<file path="src/rtl/cpu_fetch_pkg.sv">
// Shared definitions for the instruction-fetch reader: state encoding,
// default NOP word, instruction field positions and the alignment check.
package cpu_fetch_pkg;

   typedef enum logic [1:0] {
      S_IDLE  = 2'd0,
      S_WAIT  = 2'd1,
      S_DRAIN = 2'd2,
      S_VALID = 2'd3
   } fetch_state_e;

   localparam logic [31:0] NOP_WORD_DEF = 32'h0000_0000;

   // Field positions. The ISA numbers bits MSB-first (bit 0 = MSB), so
   // instr[0:5] is bits 31:26 in this little-endian vector.
   localparam int OPCODE_HI = 31;
   localparam int OPCODE_LO = 26;
   localparam int RS_HI     = 25;
   localparam int RS_LO     = 21;
   localparam int IMM16_HI  = 15;
   localparam int IMM16_LO  = 0;
   localparam int IMM26_HI  = 25;
   localparam int IMM26_LO  = 0;

   // The two LSBs (ISA bits 30:31) must be zero for a word fetch.
   localparam logic [31:0] ALIGN_MASK = 32'h0000_0003;

   function automatic logic is_aligned(input logic [31:0] addr);
      return (addr & ALIGN_MASK) == 32'h0;
   endfunction

endpackage

</file>
<file path="src/rtl/fetch_timer.sv">
// Saturating wait-cycle counter. Expires during the TIMEOUT_CYCLES-th
// enabled cycle after a clear; TIMEOUT_CYCLES = 0 disables expiry.
module fetch_timer #(
   parameter int TIMEOUT_CYCLES = 16
) (
   input  logic clk,
   input  logic reset,
   input  logic clr,
   input  logic en,
   output logic expire
);

   localparam int CW = (TIMEOUT_CYCLES > 0) ? $clog2(TIMEOUT_CYCLES + 1) : 1;
   localparam logic [CW-1:0] SAT  = CW'(TIMEOUT_CYCLES);
   localparam logic [CW-1:0] LAST = (TIMEOUT_CYCLES > 0) ? CW'(TIMEOUT_CYCLES - 1) : '0;

   logic [CW-1:0] cnt;

   // Count enabled cycles from the last clear, holding at the saturation value.
   always_ff @(posedge clk) begin
      if (reset || clr)
         cnt <= '0;
      else if (en && cnt != SAT)
         cnt <= cnt + CW'(1);
   end

   assign expire = (TIMEOUT_CYCLES != 0) && en && (cnt >= LAST);

endmodule

</file>
<file path="src/rtl/instr_fetch.sv">
// Instruction-fetch reader: req/ack handshake to instruction memory, holds
// the fetched word until the datapath retires it, stalls the PC meanwhile.
module instr_fetch
   import cpu_fetch_pkg::*;
#(
   parameter int          TIMEOUT_CYCLES = 16,
   parameter logic [31:0] NOP_WORD       = NOP_WORD_DEF
) (
   input  logic        clk,
   input  logic        reset,
   input  logic [31:0] pc_addr,
   input  logic        fetch_en,
   input  logic        instr_taken,
   input  logic        flush,
   output logic        mem_req,
   output logic [31:0] mem_addr,
   input  logic [31:0] mem_rdata,
   input  logic        mem_ack,
   output logic [31:0] instr,
   output logic        instr_valid,
   output logic [5:0]  opcode,
   output logic [4:0]  rs,
   output logic [15:0] imm16,
   output logic [25:0] imm26,
   output logic        pc_stall,
   output logic        addr_fault,
   output logic        bus_fault
);

   fetch_state_e state, state_n;
   logic        req_n, af_n, bf_n;
   logic [31:0] addr_n, instr_n;
   logic        start, tmr_clr, tmr_en, tmr_exp;

   fetch_timer #(.TIMEOUT_CYCLES(TIMEOUT_CYCLES)) u_timer (
      .clk    (clk),
      .reset  (reset),
      .clr    (tmr_clr),
      .en     (tmr_en),
      .expire (tmr_exp)
   );

   // A new fetch starts from IDLE, or back-to-back when the held word retires.
   assign start = fetch_en &&
                  ((state == S_IDLE) || (state == S_VALID && !flush && instr_taken));

   // Next-state and next-register values; the handshake is never abandoned,
   // so a flush during WAIT drains the outstanding request instead.
   always_comb begin
      state_n = state;
      req_n   = mem_req;
      addr_n  = mem_addr;
      instr_n = instr;
      af_n    = addr_fault;
      bf_n    = bus_fault;
      case (state)
         S_WAIT: begin
            if (mem_ack) begin
               req_n   = 1'b0;
               state_n = flush ? S_IDLE : S_VALID;
               if (!flush) begin
                  instr_n = mem_rdata;
                  af_n    = 1'b0;
                  bf_n    = 1'b0;
               end
            end else if (flush) begin
               state_n = S_DRAIN;
            end else if (tmr_exp) begin
               req_n   = 1'b0;
               instr_n = NOP_WORD;
               af_n    = 1'b0;
               bf_n    = 1'b1;
               state_n = S_VALID;
            end
         end
         S_DRAIN: begin
            if (mem_ack || tmr_exp) begin
               req_n   = 1'b0;
               state_n = S_IDLE;
            end
         end
         S_VALID: begin
            if (flush || instr_taken)
               state_n = S_IDLE;
         end
         default: ;
      endcase
      // Start overrides the VALID->IDLE retire path above.
      if (start) begin
         if (is_aligned(pc_addr)) begin
            addr_n  = pc_addr;
            req_n   = 1'b1;
            state_n = S_WAIT;
         end else begin
            instr_n = NOP_WORD;
            af_n    = 1'b1;
            bf_n    = 1'b0;
            state_n = S_VALID;
         end
      end
   end

   // Timer runs while a request is outstanding, restarting on WAIT/DRAIN entry.
   assign tmr_en  = (state == S_WAIT) || (state == S_DRAIN);
   assign tmr_clr = ((state_n == S_WAIT) || (state_n == S_DRAIN)) && (state_n != state);

   // State and registered outputs.
   always_ff @(posedge clk) begin
      if (reset) begin
         state       <= S_IDLE;
         mem_req     <= 1'b0;
         mem_addr    <= 32'h0;
         instr       <= NOP_WORD;
         instr_valid <= 1'b0;
         addr_fault  <= 1'b0;
         bus_fault   <= 1'b0;
      end else begin
         state       <= state_n;
         mem_req     <= req_n;
         mem_addr    <= addr_n;
         instr       <= instr_n;
         instr_valid <= (state_n == S_VALID);
         addr_fault  <= af_n;
         bus_fault   <= bf_n;
      end
   end

   assign opcode = instr[OPCODE_HI:OPCODE_LO];
   assign rs     = instr[RS_HI:RS_LO];
   assign imm16  = instr[IMM16_HI:IMM16_LO];
   assign imm26  = instr[IMM26_HI:IMM26_LO];

   // PC may only advance on the cycle the held word is retired.
   assign pc_stall = ~(instr_valid & instr_taken);

endmodule

</file>
<file path="config.mk">
export PLATFORM = sky130hd
export DESIGN_NAME = instr_fetch
export DESIGN_NICKNAME = d
export VERILOG_FILES = /design/src/rtl/cpu_fetch_pkg.sv /design/src/rtl/fetch_timer.sv /design/src/rtl/instr_fetch.sv
export SDC_FILE = /design/constraint.sdc
export NUM_CORES = 1
export LEC_CHECK = 0
export BUFFER_PORTS_ARGS = -buffer_cell sky130_fd_sc_hd__buf_2
export CAP_MARGIN = 25
export CORE_AREA = 2 2 91 93
export CTS_BUF_LIST = sky130_fd_sc_hd__clkbuf_4
export DETAILED_ROUTE_END_ITERATION = 10
export DIE_AREA = 0 0 93 95
export PLACE_DENSITY = 0.77
export SETUP_SLACK_MARGIN = 0.4
export SLEW_MARGIN = 10
export SYNTH_ARGS = -nofsm -noshare
export SYNTH_HDL_FRONTEND = slang
export SYNTH_HIERARCHICAL = 1
export SYNTH_SLANG_ARGS = --single-unit
</file>
<file path="constraint.sdc">
create_clock -name clk -period 5.56 [get_ports clk]
set_input_delay 0.556 -clock clk [delete_from_list [all_inputs] [get_ports clk]]
set_output_delay 0.556 -clock clk [all_outputs]
set_load 0.05 [all_outputs]
</file>
==> results of run 1 <==
## layout by cell type (no fill, tap or decap), drive strengths merged, types with 2 or more instances in the layout
cell        n
clkinv      3
a21boi      2
o31ai       2
nand2     128
inv         7
buf       194
a21oi      63
clkbuf      9
nand4       2
dfxtp      75
a21o        2
clkinvlp    2
nor3        6
ha          9
mux2i       2
o21ai       6
nor2       13
nor3b       3
nor2b       3
bufinv      2
a22oi       5
o21bai      3
## synth_stat cells, drive strengths merged
library cell  count  area share, %
dfxtp            75             43
and3              1           0.22
a32o              1           0.29
nor3b             3           0.65
o21ai             6            1.3
o21bai            3            1.3
mux2i             2           0.58
nor2b             3           0.54
nand2           128             14
a21oi            63             11
nand2b            1           0.18
nor3              6            1.2
o21a              1           0.22
o31ai             2           0.43
nor2             13            1.4
xnor2             1           0.25
a21o              2           0.43
and2              1           0.18
inv               7           0.76
and3b             1           0.25
xor2              1           0.25
o221a             1           0.33
a211o             1           0.25
ha                9            3.3
a21boi            2           0.43
nand4             2           0.36
clkbuf            6           0.65
buf              67             14
nand3b            1           0.22
nor4              1           0.18
or3b              1           0.25
a22oi             5            1.1
## routing by layer
layer | track usage, % | wire, um | vias to the layer above
li1 | - | - | 1573
met1 | 21.1 | 3420 | 1434
met2 | 32.2 | 3960 | 149
met3 | 5.67 | 788 | 16
met4 | 10.2 | 183 | 0
met5 | 0 | 0 | -
## power groups by stage
| stage | Combinational, uW | Clock (uW) | Sequential, uW |
|---|---|---|---|
| 6_report | 308 | 375 | 583 |
| 5_1_grt | 334 | 414 | 588 |
| 4_1_cts | 306 | 391 | 583 |
| 3_5_place_dp | 305 | 0 | 595 |
| 3_3_place_gp | 294 | 0 | 593 |
| 2_1_floorplan | 182 | 0 | 648 |
## worst paths after layout
check             cells past startpoint        endpoint
setup / recovery                     13  u_timer/cnt[4]
hold / removal                        3    mem_addr[17]
setup reg to reg                     13  u_timer/cnt[4]
hold reg to reg                       2    mem_addr[24]
## layout make-up
cell class                      instances  area [sq um]  area share (%)
Multi-Input combinational cell        262          1430            33.6
Timing Repair Buffer                  194           993            23.4
Tap cell                              105           131            3.10
Clock buffer                            9          67.6            1.59
Sequential cell                        75          1500            35.4
Inverter                                7          26.3           0.620
Clock inverter                          7          92.6            2.18
## flip-flops by register name, summed over array words and instances (netlist names)
signal	count
addr_fault	1
bus_fault	1
instr	32
instr_valid	1
mem_addr	32
mem_req	1
state	2
u_timer/cnt	5
## logic make-up (layout without fill, tap and decap cells)
family / count (synthesis) / in the layout / share of synthesized area, %
multiplexers: 2 / 2 / 0.579
buffers and inverters: 80 / 217 / 15.3
AND/OR/NAND/NOR: 162 / 162 / 19.5
adder cells (fa/ha/maj): 9 / 9 / 3.26
flip-flops: 75 / 75 / 43.4
XOR/XNOR: 2 / 2 / 0.507
AO/OA/AOI/OAI: 87 / 87 / 17.4
## stage by stage
stage	setup WS, ps	hold WS [ps]	total power (uW)
floorplan	2570	480	830
global placement	2290	439	887
detailed placement	2080	445	900
CTS	2050	320	1280
global route	1640	326	1340
finish	1970	355	1270
## worst register-to-register path, delay by kind of cell, from the launching register on
family,cells,cell delay (ps)
AND/OR/NAND/NOR,4,680
adder cells (fa/ha/maj),2,720
AO/OA/AOI/OAI,6,1530
buffers and inverters,1,150
flip-flops,1,440
==> results.py, run 1 <==
metrics = {
    "min_path": {
        "hold_path_class": "in2reg",
        "min-delay-start": "pc_addr[17]",
    },
    "clocking": {
        "hold_buffers": 0,
        "root_buffer": "clkbuf_4",
        "insertion_delay_ps": 420,
        "htree_levels": 3,
        "cts_tree": "built",
        "cts_buffer_depth": 2,
        "clk_pin_slew_ps": 140,
        "cts_buffers": 9,
        "cts_num_sinks": 75,
        "post_cts_resized": 0,
        "post_cts.repair.setup_buffers": 0,
    },
    "route": {
        "vias": 3172,
        "dr.first_iter.drc_count": 69,
        "ant_nets": 0,
        "first_pass_iters": 4,
        "wl_um": 8360,
        "drc_errors": 0,
        "viasPerCell": 4.81,
        "avgRoutedWirePerCell_um": 12.7,
    },
    "placement": {
        "placed_area_sq_um": 4060,
        "place_inst": 642,
        "place_congestion": 0.824,
        "dp_hpwl_um": 6180,
        "buffer_ports.inserted": 191,
    },
    "finish": {
        "fin_area_sq_um": 4240,
        "drive_above_1_share_pct": 42.6,
        "nets": 628,
        "diodes": 0,
        "layoutNonFillerInstCount": 659,
        "area_growth_pct": 22.6,
        "fin_util_pct": 53.5,
        "fillCellCount": 800,
    },
    "power": {
        "p_int_uw": 838,
        "power_frac_comb_pct": 24.3,
        "clkPwrFrac_pct": 29.6,
        "ir_drop_mv": 0.134,
        "power.switching_uw": 427,
        "powerDensity_nw_per_um2": 299,
        "cellLeakagePower_uw": 0.00204,
        "switching_share_pct": 33.8,
        "p_seq_share_pct": 46.1,
    },
    "floorplan": {
        "die_w_um": 93,
        "start_util_pct": 43.6,
        "core_area_sq_um": 7930,
        "die_h_um": 95,
        "row_count": 33,
        "die_area_sq_um": 8840,
        "ios": 192,
    },
    "global_route": {
        "grt_pass1_vias": 2907,
        "grt_max_degree": 41,
        "overflow": 0,
        "grt_usage_pct": 18.8,
        "grt_first_pass_wirelength_um": 13100,
        "antenna_found_initial": 0,
    },
    "synth": {
        "synthCells": 417,
        "avgSynthCellArea_sq_um": 8.29,
        "synthDistinctLibCells": 40,
        "synth_area_sq_um": 3460,
        "yosysSeqAreaShare_pct": 43.4,
        "ys_ff_latch": 75,
        "yosys_warnings": 6,
        "syn-num-nets": 496,
    },
    "timing": {
        "finalCritPeriodShare_pct": 64.5,
        "grt_setup_unrepaired": "false",
        "final.setup.tns_ps": 0,
        "max_freq_mhz": 279,
        "max_slew_margin_pct": 39.0,
        "min_period_ps": 3590,
        "final_max_slew_viol_count": 0,
        "setup_viol": 0,
        "finClkSkew_ps": 20.2,
        "hold_violations": 0,
        "worst_pin_slew_ps": 913,
    },
    "worst_setup_path": {
        "required_ps": 5910,
        "worstSetupEndpointType": "register",
        "critPathLaunchType": "register",
        "reg2reg_from": "state[1]",
        "path_class": "reg2reg",
        "timing.critical_path.cells": "inv_1 -> ha_1 -> a21boi_0 -> nor2_1 -> a211o_1 -> a32o_1 -> nor2_1 -> nor2_1 -> ha_1 -> o31ai_1 -> a21oi_1 -> nor2_1 -> o221a_2",
        "cp_top_family": "compound AO/OA/AOI/OAI gates",
        "critPathMaxFanout": 6,
        "slowest_stage": "a21boi_0",
        "cpMostUsedCell": "nor2_1",
        "crit_start": "state[1]",
        "critPathArrivalTime_ps": 3940,
        "path_buf_inv": 1,
        "cpPeakStageDelay_ps": 520,
        "ff2ff_setup_slack_ps": 1970,
    },
    "job": {
        "drv_cap": 0,
    },
    "status": {
        "status": "completed",
    },
}
(Power assumes the default switching activity.)
==> run 2: changes to the inputs <==
- CORE_AREA: 2 2 91 93 -> 2 2 95 97
- DIE_AREA: 0 0 93 95 -> 0 0 97 99
- PLACE_DENSITY: 0.77 -> 0.74
- clock period: 5.56 -> 3.07 ns (I/O delays scaled with it)
==> run 2 against run 1 <==
Register-to-register slack got worse by 1700 ps. Combinational power rose by 140%. First-iteration DRC count is 8.7% higher. Worst setup slack got worse by 1700 ps. Sequential share of layout area decreased by 2.0 points. Sequential cell count stayed put. Final area is 6.5% higher. Sequential power grew 82%. Global-route usage fell by 0.60 points.
==> results.py, run 2 (synthesis gave the netlist of run 1 again) <==
metrics = {
    "status": {
        "status": "completed",
    },
    "global_route": {
        "overflow": 0,
        "grt_max_degree": 40,
        "grt_first_pass_wirelength_um": 14400,
        "antenna_found_initial": 0,
        "grt_pass1_vias": 3071,
        "grt_usage_pct": 18.2,
    },
    "timing": {
        "hold_violations": 0,
        "final_max_slew_viol_count": 0,
        "final.setup.tns_ps": 0,
        "finalCritPeriodShare_pct": 91.7,
        "grt_setup_unrepaired": "true",
        "setup_viol": 0,
        "worst_pin_slew_ps": 908,
        "min_period_ps": 2820,
        "max_freq_mhz": 355,
        "max_slew_margin_pct": 39.3,
        "whs_ps": 113,
        "finClkSkew_ps": 22.5,
    },
    "clocking": {
        "clk_pin_slew_ps": 140,
        "insertion_delay_ps": 410,
        "cts_buffer_depth": 2,
        "cts_num_sinks": 75,
        "root_buffer": "clkbuf_4",
        "cts_buffers": 9,
        "cts_tree": "built",
        "htree_levels": 3,
        "hold_buffers": 0,
    },
    "route": {
        "ant_nets": 0,
        "first_pass_iters": 4,
        "vias": 3280,
        "wl_um": 9060,
        "drc_errors": 0,
        "avgRoutedWirePerCell_um": 13.2,
        "viasPerCell": 4.79,
        "dr.first_iter.drc_count": 75,
    },
    "placement": {
        "dp_hpwl_um": 6290,
        "place_inst": 650,
        "buffer_ports.inserted": 191,
        "place_congestion": 0.815,
    },
    "worst_setup_path": {
        "critPathLaunchType": "register",
        "worstSetupEndpointType": "register",
        "critPathArrivalTime_ps": 3150,
        "critPathMaxFanout": 6,
        "cpPeakStageDelay_ps": 400,
        "path_buf_inv": 10,
        "timing.critical_path.cells": "inv_1 -> ha_4 -> a21boi_4 -> nor3_2 -> o21ai_1 -> a32o_2 -> nor2_4 -> buf_6 -> buf_6 -> buf_6 -> buf_6 -> buf_6 -> buf_6 -> buf_6 -> buf_6 -> buf_6 -> nor3_2",
        "cpMostUsedCell": "buf_6",
        "path_class": "reg2reg",
        "cp_top_family": "buffers and inverters",
        "slowest_stage": "dfxtp_4",
        "required_ps": 3410,
    },
    "min_path": {
        "hold_path_class": "in2reg",
    },
    "finish": {
        "area_growth_pct": 30.5,
        "fin_util_pct": 52.8,
        "layoutNonFillerInstCount": 685,
        "reg.largest.list": "instr: 32 flops, mem_addr: 32 flops, u_timer/cnt: 5 flops",
        "diodes": 0,
        "final_common_cell": "buf_2",
        "final_cell_mix": "191 x buf_2, 128 x nand2_1, 70 x dfxtp_1, 42 x a21oi_1, 21 x a21oi_2",
        "drive_above_1_share_pct": 48.5,
        "nets": 651,
    },
    "power": {
        "cellLeakagePower_uw": 0.00215,
        "ir_drop_mv": 0.375,
        "powerDensity_nw_per_um2": 522,
        "finalPower_uw": 2360,
    },
    "floorplan": {
        "row_count": 34,
        "die_w_um": 97,
        "ios": 192,
        "start_util_pct": 40.4,
        "core_area_sq_um": 8550,
        "die_area_sq_um": 9600,
        "die_h_um": 99,
    },
    "job": {
        "drv_cap": 0,
    },
}
-- run 2: cell types whose count changed in the layout (fill, tap and decap cells not counted), sizes merged --
| cell | previous run | this run |
|---|---|---|
| clkinvlp | 2 | 4 |
| clkinv | 3 | 0 |
| buf | 194 | 217 |
| bufinv | 2 | 0 |
| inv | 7 | 10 |
-- run 2: worst min-delay path, stage by stage --
cell,delay (ps)
buf_2,90
nand2_1,40
a21oi_1,50
-- run 2: power breakdown --
group          internal, uW  switching [uW]  leakage (uW)
registers              1020            40.5      0.000609
clock network           177             379     0.0000571
logic                   294             444       0.00149
total                  1490             864       0.00215
-- run 2: worst paths after layout --
path	start	endpoint	slack, ps	cells after the start
max	state[1]	state[1]	250	17
max reg2reg	state[1]	state[1]	250	17
min reg2reg	mem_addr[24]	mem_addr[24]	460	2
min	pc_addr[23]	mem_addr[23]	110	3
-- run 2: timing repair --
item / 4_1_cts / 5_1_grt
endpoints found under the setup margin: 5 / 6
hold endpoints to repair: 0 / 0
buffers inserted: 15 / 4
resized for setup: 14 / 19
pin swaps: 13 / 8
-- run 2: through the flow --
step,area (sq um),setup slack (ps)
6_report,4510,255
5_1_grt,4510,183
4_1_cts,4410,309
3_5_place_dp,4130,125
3_3_place_gp,4130,286
2_1_floorplan,3490,432
-- run 2: layer usage --
metal	part of all wire [%]	vias to the layer above	wire (um)	global-route usage, %
li1	-	1621	-	-
met1	41	1481	3670	21.3
met2	47	160	4270	30.3
met3	10	18	902	6.52
met4	2.4	0	217	7.91
met5	0	-	0	0
-- run 2: area by class of cell --
cell class                 instances  area, sq um
tap                              108          135
sequential                        75         1510
clock inverter                     7         58.8
multi-input combinational        262         1530
fill                             853         4040
clock buffer                       9         67.6
timing repair buffer             217         1180
inverter                           7         26.3
==> run 3: changes to the inputs <==
- GPL_TIMING_DRIVEN: unset -> 0
==> run 3 against run 2 <==
Count of clock-buffer cells in the layout unchanged. Final cell count increased by 9.5%. Final area increased by 10%. Clock power increased by 17%. Maximum frequency decreased by 0.29%. First-iteration DRC count decreased by 24%. Global-route usage increased by 1.2 points. Power increased by 4.2%. Wire length increased by 4.2%. Largest cell class is now non-clock buffers.
==> results.py, run 3 (synthesis gave the netlist of run 1 again) <==
metrics = {
    "timing": {
        "max_freq_mhz": 354,
        "hold_violations": 0,
        "setup_viol": 0,
        "finClkSkew_ps": 14.0,
        "final_max_slew_viol_count": 0,
        "min_period_ps": 2820,
        "finalWorstSetupSlack_ps": 247,
        "final.setup.tns_ps": 0,
        "worst_pin_slew_ps": 925,
        "grt_setup_unrepaired": "true",
        "max_slew_margin_pct": 37.7,
        "finalCritPeriodShare_pct": 92.0,
    },
    "clocking": {
        "htree_levels": 3,
        "clk_pin_slew_ps": 150,
        "cts_buffer_depth": 2,
        "cts_num_sinks": 75,
        "insertion_delay_ps": 420,
        "cts_tree": "built",
        "cts_buffers": 9,
        "hold_buffers": 0,
        "root_buffer": "clkbuf_4",
    },
    "status": {
        "status": "completed",
    },
    "placement": {
        "dpl_worst_slack_ps": 134,
        "buffer_ports.inserted": 190,
        "placed_area_sq_um": 4570,
        "dp_hpwl_um": 7190,
        "place_congestion": 0.777,
    },
    "route": {
        "dr.first_iter.drc_count": 57,
        "avgRoutedWirePerCell_um": 12.6,
        "vias": 3494,
        "viasPerCell": 4.66,
        "first_pass_iters": 4,
        "drc_errors": 0,
        "wl_um": 9440,
        "ant_nets": 0,
    },
    "worst_setup_path": {
        "crit_start": "state[0]",
        "worstSetupEndpointType": "register",
        "critPathArrivalTime_ps": 3190,
        "critPathMaxFanout": 6,
        "reg2reg_from": "state[0]",
        "required_ps": 3440,
        "critPathLaunchType": "register",
        "path_class": "reg2reg",
    },
    "global_route": {
        "grt_first_pass_wirelength_um": 15400,
        "grt_pass1_vias": 3386,
        "grt_usage_pct": 19.5,
        "grt_max_degree": 16,
        "overflow": 0,
        "antenna_found_initial": 0,
    },
    "job": {
        "drv_cap": 0,
    },
    "floorplan": {
        "row_count": 34,
        "die_w_um": 97,
        "start_util_pct": 40.4,
        "die_area_sq_um": 9600,
        "ios": 192,
        "die_h_um": 99,
        "core_area_sq_um": 8550,
    },
    "power": {
        "powerDensity_nw_per_um2": 495,
        "ir_drop_mv": 0.308,
        "clkPwrFrac_pct": 26.5,
        "power_frac_comb_pct": 30.1,
        "power.switching_uw": 862,
        "switching_share_pct": 35.1,
        "cellLeakagePower_uw": 0.00249,
        "p_int_uw": 1590,
        "p_seq_share_pct": 43.3,
    },
    "finish": {
        "nets": 716,
        "drive_above_1_share_pct": 52.6,
        "final_common_cell": "buf_2",
        "diodes": 0,
        "reg.largest.list": "instr: 32 flops, mem_addr: 32 flops, u_timer/cnt: 5 flops",
        "final_cell_mix": "202 x buf_2, 128 x nand2_1, 70 x dfxtp_1, 64 x buf_4, 43 x a21oi_1",
        "fin_area_sq_um": 4960,
        "area_growth_pct": 43.5,
    },
    "min_path": {
        "min-delay-start": "pc_addr[15]",
        "hold_path_class": "in2reg",
    },
}
run 3: changes by cell type in the layout (fill, tap and decap cells not counted), moves of 2 or more:
cell and change:
clkbuf_1 +6, buf_2 +11, inv_1 -2, clkinvlp_4 -2, nor2_4 -2, buf_4 +47
run 3: final cells by class:
class / count / area (sq um)
Clock inverter: 7 / 83.8
Clock buffer: 9 / 67.6
Timing Repair Buffer: 209 / 1120
Sequential cell: 75 / 1510
Multi-Input combinational cell: 262 / 1510
Buffer: 73 / 503
Tap cell: 108 / 135
Inverter: 7 / 30.0
Fill cell: 814 / 3590
run 3: metrics by stage:
stage                     utilization (%)  hold WS, ps  std cells  total power (uW)
after floorplan                         -          384        417              1520
after global placement               53.5          439        715              1670
after detailed placement             53.5          446        715              1680
after CTS                            57.1         68.3        745              2420
after global routing                 58.0         59.0        750              2580
final                                58.0         95.1        750              2460
run 3: final timing paths:
check             slack, ps        endpoint  depth (start not counted)
setup / recovery        250  u_timer/cnt[4]                         13
hold / removal          100    mem_addr[15]                          3
setup reg to reg        250  u_timer/cnt[4]                         13
hold reg to reg         460    mem_addr[11]                          2
run 3: timing repair:
action,4_1_cts,5_1_grt
setup buffers,14,5
cloned,0,0
setup endpoints to repair,5,6
gates resized for setup,16,13
pin swaps,14,10
run 3: worst max-delay path, cell delays in order, from the launching register on:
cell	delay, ps
dfxtp_4	420
clkinvlp_4	120
ha_4	300
a21boi_4	230
nor2_2	80
a211o_1	330
a32o_2	240
nor2_2	100
nor2_1	60
ha_1	270
o31ai_1	60
a21oi_1	100
nor2_2	220
o221a_2	230
run 3: layer usage:
layer,share of wire (%),vias up,global-route usage [%],wire length (um)
met1,39,1580,21.2,3690
met2,50,149,34.8,4710
met5,0,-,0,0
li1,-,1751,-,-
met4,1.4,0,5.85,136
met3,9.6,14,7.94,908
run 3: power groups by stage:
| stage | logic [uW] | clock network, uW | registers [uW] |
|---|---|---|---|
| after detailed placement | 600 | 0 | 1080 |
| after CTS | 685 | 677 | 1060 |
| after global placement | 588 | 0 | 1080 |
| final | 740 | 652 | 1060 |
| after global routing | 793 | 717 | 1070 |
| after floorplan | 348 | 0 | 1170 |
